--- src/rtl/dmem_responder_if.sv ---
// Load/store bus between a requester (master) and the data-memory responder (slave).
// Both channels use valid/ready: a beat transfers on a rising edge where valid & ready are both 1;
// the sender holds valid and its payload stable until that edge, and ready never depends on the payload.
interface dmem_responder_if;
  logic        req_valid;
  logic        req_ready;
  logic        req_we;
  logic [31:0] req_addr;
  logic [31:0] req_wdata;
  logic [3:0]  req_be;
  logic        rsp_valid;
  logic        rsp_ready;
  logic [31:0] rsp_rdata;
  logic        rsp_err;

  modport master (
    output req_valid, req_we, req_addr, req_wdata, req_be, rsp_ready,
    input  req_ready, rsp_valid, rsp_rdata, rsp_err
  );

  modport slave (
    input  req_valid, req_we, req_addr, req_wdata, req_be, rsp_ready,
    output req_ready, rsp_valid, rsp_rdata, rsp_err
  );
endinterface

--- src/rtl/dmem_responder.sv ---
// Word-organised data RAM behind a one-outstanding-request load/store handshake with
// WAIT_STATES cycles of access latency; misaligned or out-of-range requests return err.
module dmem_responder #(
  parameter int DEPTH       = 64,
  parameter int WAIT_STATES = 2
) (
  input  logic              clk,
  input  logic              reset_n,
  dmem_responder_if.slave   bus,
  output logic [1:0]        state_dbg
);

  localparam int AW = (DEPTH > 1) ? $clog2(DEPTH) : 1;
  localparam int CW = (WAIT_STATES > 1) ? $clog2(WAIT_STATES) : 1;

  typedef enum logic [1:0] {
    S_IDLE = 2'd0,
    S_WAIT = 2'd1,
    S_RESP = 2'd2
  } state_t;

  state_t        state;
  logic [CW-1:0] cnt;

  logic          cap_we;
  logic [31:0]   cap_addr;
  logic [31:0]   cap_wdata;
  logic [3:0]    cap_be;

  logic          req_ready_q;
  logic          rsp_valid_q;
  logic          rsp_err_q;
  logic [31:0]   rsp_rdata_q;

  logic [31:0]   ram [DEPTH];

  logic          accept;
  logic          acc_fire;
  logic          acc_we;
  logic [31:0]   acc_addr;
  logic [31:0]   acc_wdata;
  logic [3:0]    acc_be;
  logic          acc_err;
  logic [AW-1:0] acc_idx;
  logic [31:0]   acc_rdata;

  assign accept = bus.req_valid & req_ready_q;

  // With no wait states the access happens on the accept edge itself, straight from the bus.
  always_comb begin
    acc_fire  = 1'b0;
    acc_we    = cap_we;
    acc_addr  = cap_addr;
    acc_wdata = cap_wdata;
    acc_be    = cap_be;
    if (WAIT_STATES == 0) begin
      acc_fire  = accept;
      acc_we    = bus.req_we;
      acc_addr  = bus.req_addr;
      acc_wdata = bus.req_wdata;
      acc_be    = bus.req_be;
    end else begin
      acc_fire  = (state == S_WAIT) && (cnt == '0);
    end
    acc_err   = (acc_addr[1:0] != 2'b00) || ({2'b00, acc_addr[31:2]} >= 32'(DEPTH));
    acc_idx   = acc_addr[2 +: AW];
    acc_rdata = (acc_err || acc_we) ? 32'h0 : ram[acc_idx];
  end

  // RAM is deliberately outside reset; reset forces IDLE asynchronously, which blocks any pending write.
  always_ff @(posedge clk) begin
    if (acc_fire && acc_we && !acc_err) begin
      for (int i = 0; i < 4; i++) begin
        if (acc_be[i]) ram[acc_idx][8*i +: 8] <= acc_wdata[8*i +: 8];
      end
    end
  end

  always_ff @(posedge clk or negedge reset_n) begin
    if (!reset_n) begin
      state       <= S_IDLE;
      cnt         <= '0;
      cap_we      <= 1'b0;
      cap_addr    <= '0;
      cap_wdata   <= '0;
      cap_be      <= '0;
      req_ready_q <= 1'b0;
      rsp_valid_q <= 1'b0;
      rsp_err_q   <= 1'b0;
      rsp_rdata_q <= '0;
    end else begin
      case (state)
        S_IDLE: begin
          if (accept) begin
            cap_we      <= bus.req_we;
            cap_addr    <= bus.req_addr;
            cap_wdata   <= bus.req_wdata;
            cap_be      <= bus.req_be;
            req_ready_q <= 1'b0;
            if (WAIT_STATES == 0) begin
              state       <= S_RESP;
              rsp_valid_q <= 1'b1;
              rsp_err_q   <= acc_err;
              rsp_rdata_q <= acc_rdata;
            end else begin
              state <= S_WAIT;
              cnt   <= CW'(WAIT_STATES - 1);
            end
          end else begin
            req_ready_q <= 1'b1;
          end
        end
        S_WAIT: begin
          if (cnt == '0) begin
            state       <= S_RESP;
            rsp_valid_q <= 1'b1;
            rsp_err_q   <= acc_err;
            rsp_rdata_q <= acc_rdata;
          end else begin
            cnt <= cnt - CW'(1);
          end
        end
        S_RESP: begin
          // Ready rises with the return to IDLE so a held request is accepted on the first IDLE cycle.
          if (bus.rsp_ready) begin
            state       <= S_IDLE;
            rsp_valid_q <= 1'b0;
            req_ready_q <= 1'b1;
          end
        end
        default: begin
          state       <= S_IDLE;
          rsp_valid_q <= 1'b0;
          req_ready_q <= 1'b0;
        end
      endcase
    end
  end

  assign bus.req_ready = req_ready_q;
  assign bus.rsp_valid = rsp_valid_q;
  assign bus.rsp_err   = rsp_err_q;
  assign bus.rsp_rdata = rsp_rdata_q;
  assign state_dbg     = state;

endmodule

--- src/flat_wrapper.sv ---
// flat-port wrapper written by rule: the top's interface ports become plain ports
module dmem_responder_flat 
#(
  parameter int DEPTH       = 64,
  parameter int WAIT_STATES = 2
)
  (clk, reset_n, state_dbg, bus_req_valid, bus_req_we, bus_req_addr, bus_req_wdata, bus_req_be, bus_rsp_ready, bus_req_ready, bus_rsp_valid, bus_rsp_rdata, bus_rsp_err);
  dmem_responder_if bus_i ();
  input  logic clk;
  input  logic reset_n;
  output logic [1:0] state_dbg;
  input wire logic [$bits(bus_i.req_valid)-1:0] bus_req_valid;
  input wire logic [$bits(bus_i.req_we)-1:0] bus_req_we;
  input wire logic [$bits(bus_i.req_addr)-1:0] bus_req_addr;
  input wire logic [$bits(bus_i.req_wdata)-1:0] bus_req_wdata;
  input wire logic [$bits(bus_i.req_be)-1:0] bus_req_be;
  input wire logic [$bits(bus_i.rsp_ready)-1:0] bus_rsp_ready;
  output wire logic [$bits(bus_i.req_ready)-1:0] bus_req_ready;
  output wire logic [$bits(bus_i.rsp_valid)-1:0] bus_rsp_valid;
  output wire logic [$bits(bus_i.rsp_rdata)-1:0] bus_rsp_rdata;
  output wire logic [$bits(bus_i.rsp_err)-1:0] bus_rsp_err;
  assign bus_i.req_valid = bus_req_valid;
  assign bus_i.req_we = bus_req_we;
  assign bus_i.req_addr = bus_req_addr;
  assign bus_i.req_wdata = bus_req_wdata;
  assign bus_i.req_be = bus_req_be;
  assign bus_i.rsp_ready = bus_rsp_ready;
  assign bus_req_ready = bus_i.req_ready;
  assign bus_rsp_valid = bus_i.rsp_valid;
  assign bus_rsp_rdata = bus_i.rsp_rdata;
  assign bus_rsp_err = bus_i.rsp_err;
  dmem_responder #(.DEPTH(DEPTH), .WAIT_STATES(WAIT_STATES)) u_core (.clk(clk), .reset_n(reset_n), .bus(bus_i), .state_dbg(state_dbg));
endmodule
--- config.mk ---
export PLATFORM = sky130hd
export DESIGN_NAME = dmem_responder_flat
export DESIGN_NICKNAME = d
export VERILOG_FILES = /design/src/rtl/dmem_responder_if.sv /design/src/rtl/dmem_responder.sv /design/src/flat_wrapper.sv
export SDC_FILE = /design/constraint.sdc
export NUM_CORES = 2
export LEC_CHECK = 0
export ABC_AREA = 0
export BUFFER_PORTS_ARGS = -buffer_cell sky130_fd_sc_hd__buf_2
export CAP_MARGIN = 10
export CORE_MARGIN = 1.5
export CORE_UTILIZATION = 63
export CTS_CLUSTER_SIZE = 20
export DETAILED_ROUTE_END_ITERATION = 10
export MAX_ROUTING_LAYER = met4
export PLACE_DENSITY = 0.8
export SETUP_SLACK_MARGIN = 0.02
export SYNTH_ARGS = -nofsm -noshare
export SYNTH_HDL_FRONTEND = slang
export SYNTH_SLANG_ARGS = --single-unit
--- constraint.sdc ---
create_clock -name clk -period 3.5 [get_ports clk]
set_input_delay 0 -clock clk [delete_from_list [all_inputs] [get_ports clk]]
set_output_delay 0 -clock clk [all_outputs]
set_load 0.1 [all_outputs]
* After elaboration in Yosys (flattened, before gate mapping) *
Memory sizes are Yosys's and may differ from the RTL's.
Index checks and enable logic that the tools add are counted.
W data, S select, Z words.

word-level totals
  register bits after elaboration = 107
  bits in latches = 0
  RAM bits = 2048
  bits in read-only memories = 0
  input bits = 73
  output and inout port bits = 37
  word-level logic and storage cells = 63
  memories = 1

cells by class
  add/sub/neg operators = 1
  multipliers = 0
  div/mod/pow operators = 0
  $lt $le $gt $ge = 1
  equal/unequal tests = 5
  shifts and indexed selects = 0
  multiplexer cells = 26
  bitwise gates (word level) = 4
  reduce and logical (&&, ||, !) cells = 15

memories
  memory      depth  bits a word  read ports  clocked after Yosys merged registers in  write ports  RTL line              source
  u_core.ram  64     32           1           0                                        1            dmem_responder.sv:35  logic [31:0] ram [DEPTH];

operators by type and width
  cell                   number
  $mux W32               1
  $ge A30 B7 Y1 const B  1
  $mux W1                18
  $reduce_and A2 Y1      4
  $mux W2                3
  $pmux W1 S3            2
  $pmux W2 S3            1
  $reduce_and A3 Y1      2
  $ne A2 B2 Y1 const B   2
  $reduce_bool A2 Y1     2
  $logic_and A1 B1 Y1    3
  $not A1 Y1             3
  $eq A2 B1 Y1 const B   1
  $eq A2 B2 Y1 const B   1
  $logic_not A2 Y1       1
  $logic_or A1 B1 Y1     2
  $ne A2 B1 Y1 const B   1
  $pmux W1 S2            1
  $and A1 B1 Y1          1
  $logic_not A1 Y1       1
  $sub A1 B1 Y1 const B  1

* Logic depth before layout (Yosys ltp) *
  depth after elaboration = 6
  gate-level depth with buffers = 11
  mapped depth without buffers = 6

* Worst setup path before layout *
No wires, ideal clock.

  kind = register to register
  from = reg u_core.state[0] (netlist: u_core.state_dbg[0])
  to = mem u_core.ram[10][0], enable pin
  setup time = 0.370 ns
  arrival time = 2.661 ns
  data required time = 3.130 ns
  slack = 0.469 ns
  stages on the path, launching flop included = 7
  buffers on the path = 1
  period minus slack after synthesis = 3.031 ns
  path through = dfrtp_1 nor3b_4 nand4_2 nor3_1 nand2_1 clkbuf_1 nor2_1

between the ends
  cells in the longest elaborated chain, start to end = 6

RTL lines
  item                               RTL line               source
  start, declared                    dmem_responder.sv:22   state_t state;
  start signal, assigned             dmem_responder.sv:81   state <= S_IDLE;
  start signal, assigned             dmem_responder.sv:101  state <= S_RESP;
  start signal, assigned             dmem_responder.sv:106  state <= S_WAIT;
  $eq A2 B1 Y1                       dmem_responder.sv:63   acc_fire = (state == S_WAIT) && (cnt == '0);
  $logic_and A1 B1 Y1                dmem_responder.sv:63
  $logic_and A1 B1 Y1 (2 in series)  dmem_responder.sv:72   if (acc_fire && acc_we && !acc_err) begin
  $mux W1                            dmem_responder.sv:72
  $mux W1 (not written as such)      dmem_responder.sv:74   if (acc_be[i]) ram[acc_idx][8*i +: 8] <= acc_wdata[8*i +: 8];
  end, declared                      dmem_responder.sv:35

No other way between the ends.

* Final worst setup path *
  from = reg u_core.cap_addr[2] (netlist: u_core.acc_addr[2])
  to = mem u_core.ram[3][4], enable pin

between the ends
  cells in the longest elaborated chain, start to end = 6

RTL lines
  item                           RTL line              source
  start, declared                dmem_responder.sv:26  logic [31:0] cap_addr;
  start signal, assigned         dmem_responder.sv:96  cap_addr <= bus.req_addr;
  $ge A30 B7 Y1                  dmem_responder.sv:65  acc_err = (acc_addr[1:0] != 2'b00) || ({2'b00, acc_addr[31:2]} >= 32'(DEPTH));
  $logic_or A1 B1 Y1             dmem_responder.sv:65
  $logic_not A1 Y1               dmem_responder.sv:72
  $logic_and A1 B1 Y1            dmem_responder.sv:72
  $mux W1                        dmem_responder.sv:72
  $mux W1 (not written as such)  dmem_responder.sv:74

Parallel ways exist; a longest one is shown, timed or not.

==> flow_summary.toml <==
[outcome]
status = "finished clean"

[timing]
report.final.hold_viol_count = 0
max_slew_margin_pct = 7.41
whs_ns = 0.115
finalCriticalPeriod_ns = 3.47
fin_skew_ns = 0.0484
finalCritPeriodShare_pct = 99.0
max_freq_mhz = 288
final.setup.tns_ns = 0
tightestPinTransition_ns = 1.39
setup_viol = 0
rsz0062_at_grt = "no"
finalMaxSlewViolations = 0

[clock_network]
cts_max_path_buffers = 3
cts_root_buffer_type = "clkbuf_16"
cts.htree.levels = 4
clk-insertion-delay-late_ns = 0.88
cts.repair.resized = 0
post_cts_setup_buffer_count = 0
worst_setup_hold_path_clk_slew_ns = 0.08
cts_tree = "built"
cts_sinks = 2155
cts-buffers-inserted = 201

[setup_path]
worstSetupStartpointType = "flip-flop"
worst_setup_path_end_kind = "flip-flop"
required_ns = 4.05
worstRegToRegCells = 5
timing.setup.critical_path_class = "reg2reg"
critical_path_arrival_ns = 4.01
worst-path-max-fanout = 32

[global_routing]
antenna_found_initial = 33
grt_max_degree = 78
total_congestion_overflow = 0
grt_first_pass_wirelength_mm = 383
vias_in_the_first_global_route = 51500
track_usage_pct = 42.3

[run]
max-cap-violations = 0

[synthesis]
post-synth-top-area-fraction_pct = 73.8
synth_xor_xnor_area_share_pct = 0
postSynthCellCount = 4584
mean_syn_cell_area_um2 = 18.2
yosys_warnings = 0
cell_area_after_synthesis_um2 = 83300
synthTopCellsByArea = "edfxtp_1, mux4_2, dfrtp_1, mux2_2, mux2i_1"
synth_nets = 4657
yosysSeqAreaShare_pct = 77.0
synth_enable_flop_cells = 2048
simple_gate_fraction_of_synth_area_pct = 3.37
synth_seq_cells = 2155
ys_top_cells_by_count = "edfxtp_1, nor2_1, o22ai_1"
synthDominantAreaCellType = "edfxtp_1"
synth_top_family_by_area = "multiplexers"
synth-async-reset-ratio_pct = 4.97
synthMostInstantiatedCell = "edfxtp_1"
synth-adder-area-share_pct = 0
synth_flop_cell = "edfxtp_1"
synth_compound_gate_area_share_pct = 7.44
synth_cell_types = 73
synthMuxAreaShare_pct = 10.2

[floorplanning]
coreArea_um2 = 131000
die_area_um2 = 134000
fp-row-count = 133
die_width_um = 367
starting_density_pct = 63.4
top_level_ports = 110
floorplan.die.height_um = 367

[detailed_routing]
initialDrtViolationCount = 11900
drt.antenna.violating_nets = 0
total_iterations_of_the_first_detailed_routing_run = 9
dr.max_layer_used = "met4"
detailed_route_drc_error_count = 0
wl_met3_mm = 45.9
routed_via_density = 7.39
postRouteWirelength_mm = 277
wirelength_met1_mm = 85.4
post_drt_wl_per_cell_um = 38.3
detailroute.via_count = 53500
met2RoutedLength_mm = 121

[layout]
layout.nets = 5323
synthToLayoutAreaGrowth_pct = 16.9
fin_cells = 7229
final_core_util_pct = 74.2
layout-drive-gt1-share_pct = 25.1

[pwr]
p_leak_uw = 0.0319
cellPowerDensity_nw_per_um2 = 846
finalPower_uw = 82400
ir_worst_vdd_uv = 1470

[worst_hold_path]
worstHoldPathCells = 3
min_path_type = "in2reg"

[place]
place_hpwl_mm = 161
gp_congestion = 0.979
placedCellCount = 6599
buffer_ports.inserted = 109
-- layout by cell type (no fill, tap or decap), types with 38 or more instances in the layout --
master            n
mux4_2          201
clkinv_2         38
mux2i_1         177
clkbuf_1         43
buf_2           108
nor2_1          332
nand2_1         186
a22oi_1          56
clkbuf_16       204
o221ai_1        150
o21ai_0         122
o22ai_1         255
mux2_2          196
diode_2          49
buf_4           432
a21oi_1         103
dfrtp_1          72
edfxtp_1       2048
dlygate4sd3_1   194
-- final timing paths --
| check | slack [ns] | to | from |
|---|---|---|---|
| setup / recovery | 0.03 | u_core.ram[3][4] | u_core.acc_addr[2] |
| hold / removal | 0.11 | u_core.acc_addr[6] | bus_req_addr[6] |
| setup reg to reg | 0.03 | u_core.ram[3][4] | u_core.acc_addr[2] |
| hold reg to reg | 0.51 | u_core.bus.rsp_valid | u_core.bus.rsp_valid |
| max in group asynchronous | 2.57 | u_core.acc_wdata[9] | reset_n |
| min in group asynchronous | 0.34 | u_core.acc_addr[16] | reset_n |
-- cell type report --
cell class / instances / area, µm²
sequential: 2155 / 64200
antenna: 49 / 123
inverter: 6 / 28.8
clock buffer: 269 / 5570
timing repair buffer: 771 / 6460
clock inverter: 109 / 1190
tap: 1755 / 2200
multi-input combinational: 2115 / 17600
fill: 7071 / 33900
-- kinds of logic (layout without fill, tap and decap cells) --
group	count (synthesis)	after routing
flops	2155	2155
compound gates	890	890
simple gates	651	651
mux	574	574
buf+inv	314	1155
other cells	0	49
-- critical path, stage by stage (launching register included) --
cell and delay [ns]:
dfrtp_4 0.82, nand2b_2 0.49, nor2_1 0.50, nand2_1 0.69
nor2_1 0.38, buf_4 0.24
-- power by group --
part / internal, µW / total (µW) / leakage (µW) / switching [µW]
clock: 12700 / 22600 / 0.00330 / 9900
sequential: 32500 / 36400 / 0.0197 / 3980
combinational: 8130 / 23300 / 0.00887 / 15200
total: 53300 / 82400 / 0.0319 / 29100
-- repair_timing --
action | CTS | global route
hold buffers | 195 | 0
endpoints found under the hold margin | 181 | 0
endpoints found under the setup margin | 0 | 0
-- state kept, by name, summed over array words and instances, names as in the netlist --
signal / count
u_core.cnt: 1
u_core.bus.rsp_err: 1
u_core.ram: 2048
u_core.acc_be: 4
u_core.bus.rsp_valid: 1
u_core.bus.rsp_rdata: 32
u_core.acc_wdata: 32
u_core.bus.req_ready: 1
u_core.state_dbg: 2
u_core.acc_addr: 32
u_core.acc_we: 1
-- metal layers --
layer	vias to the layer above	global-route usage, %
met5	-	-
met4	0	28.3
met3	1364	17.0
met2	5797	59.2
met1	26200	50.7
li1	20100	-
-- per-stage QoR --
stage	setup slack (ns)	instance area (µm²)
6_report	0.0335	97400
5_1_grt	0.0435	97400
4_1_cts	0.332	97100
3_5_place_dp	0.354	88400
3_3_place_gp	0.345	88400
2_1_floorplan	0.469	83300
(Power assumes the default switching activity.)
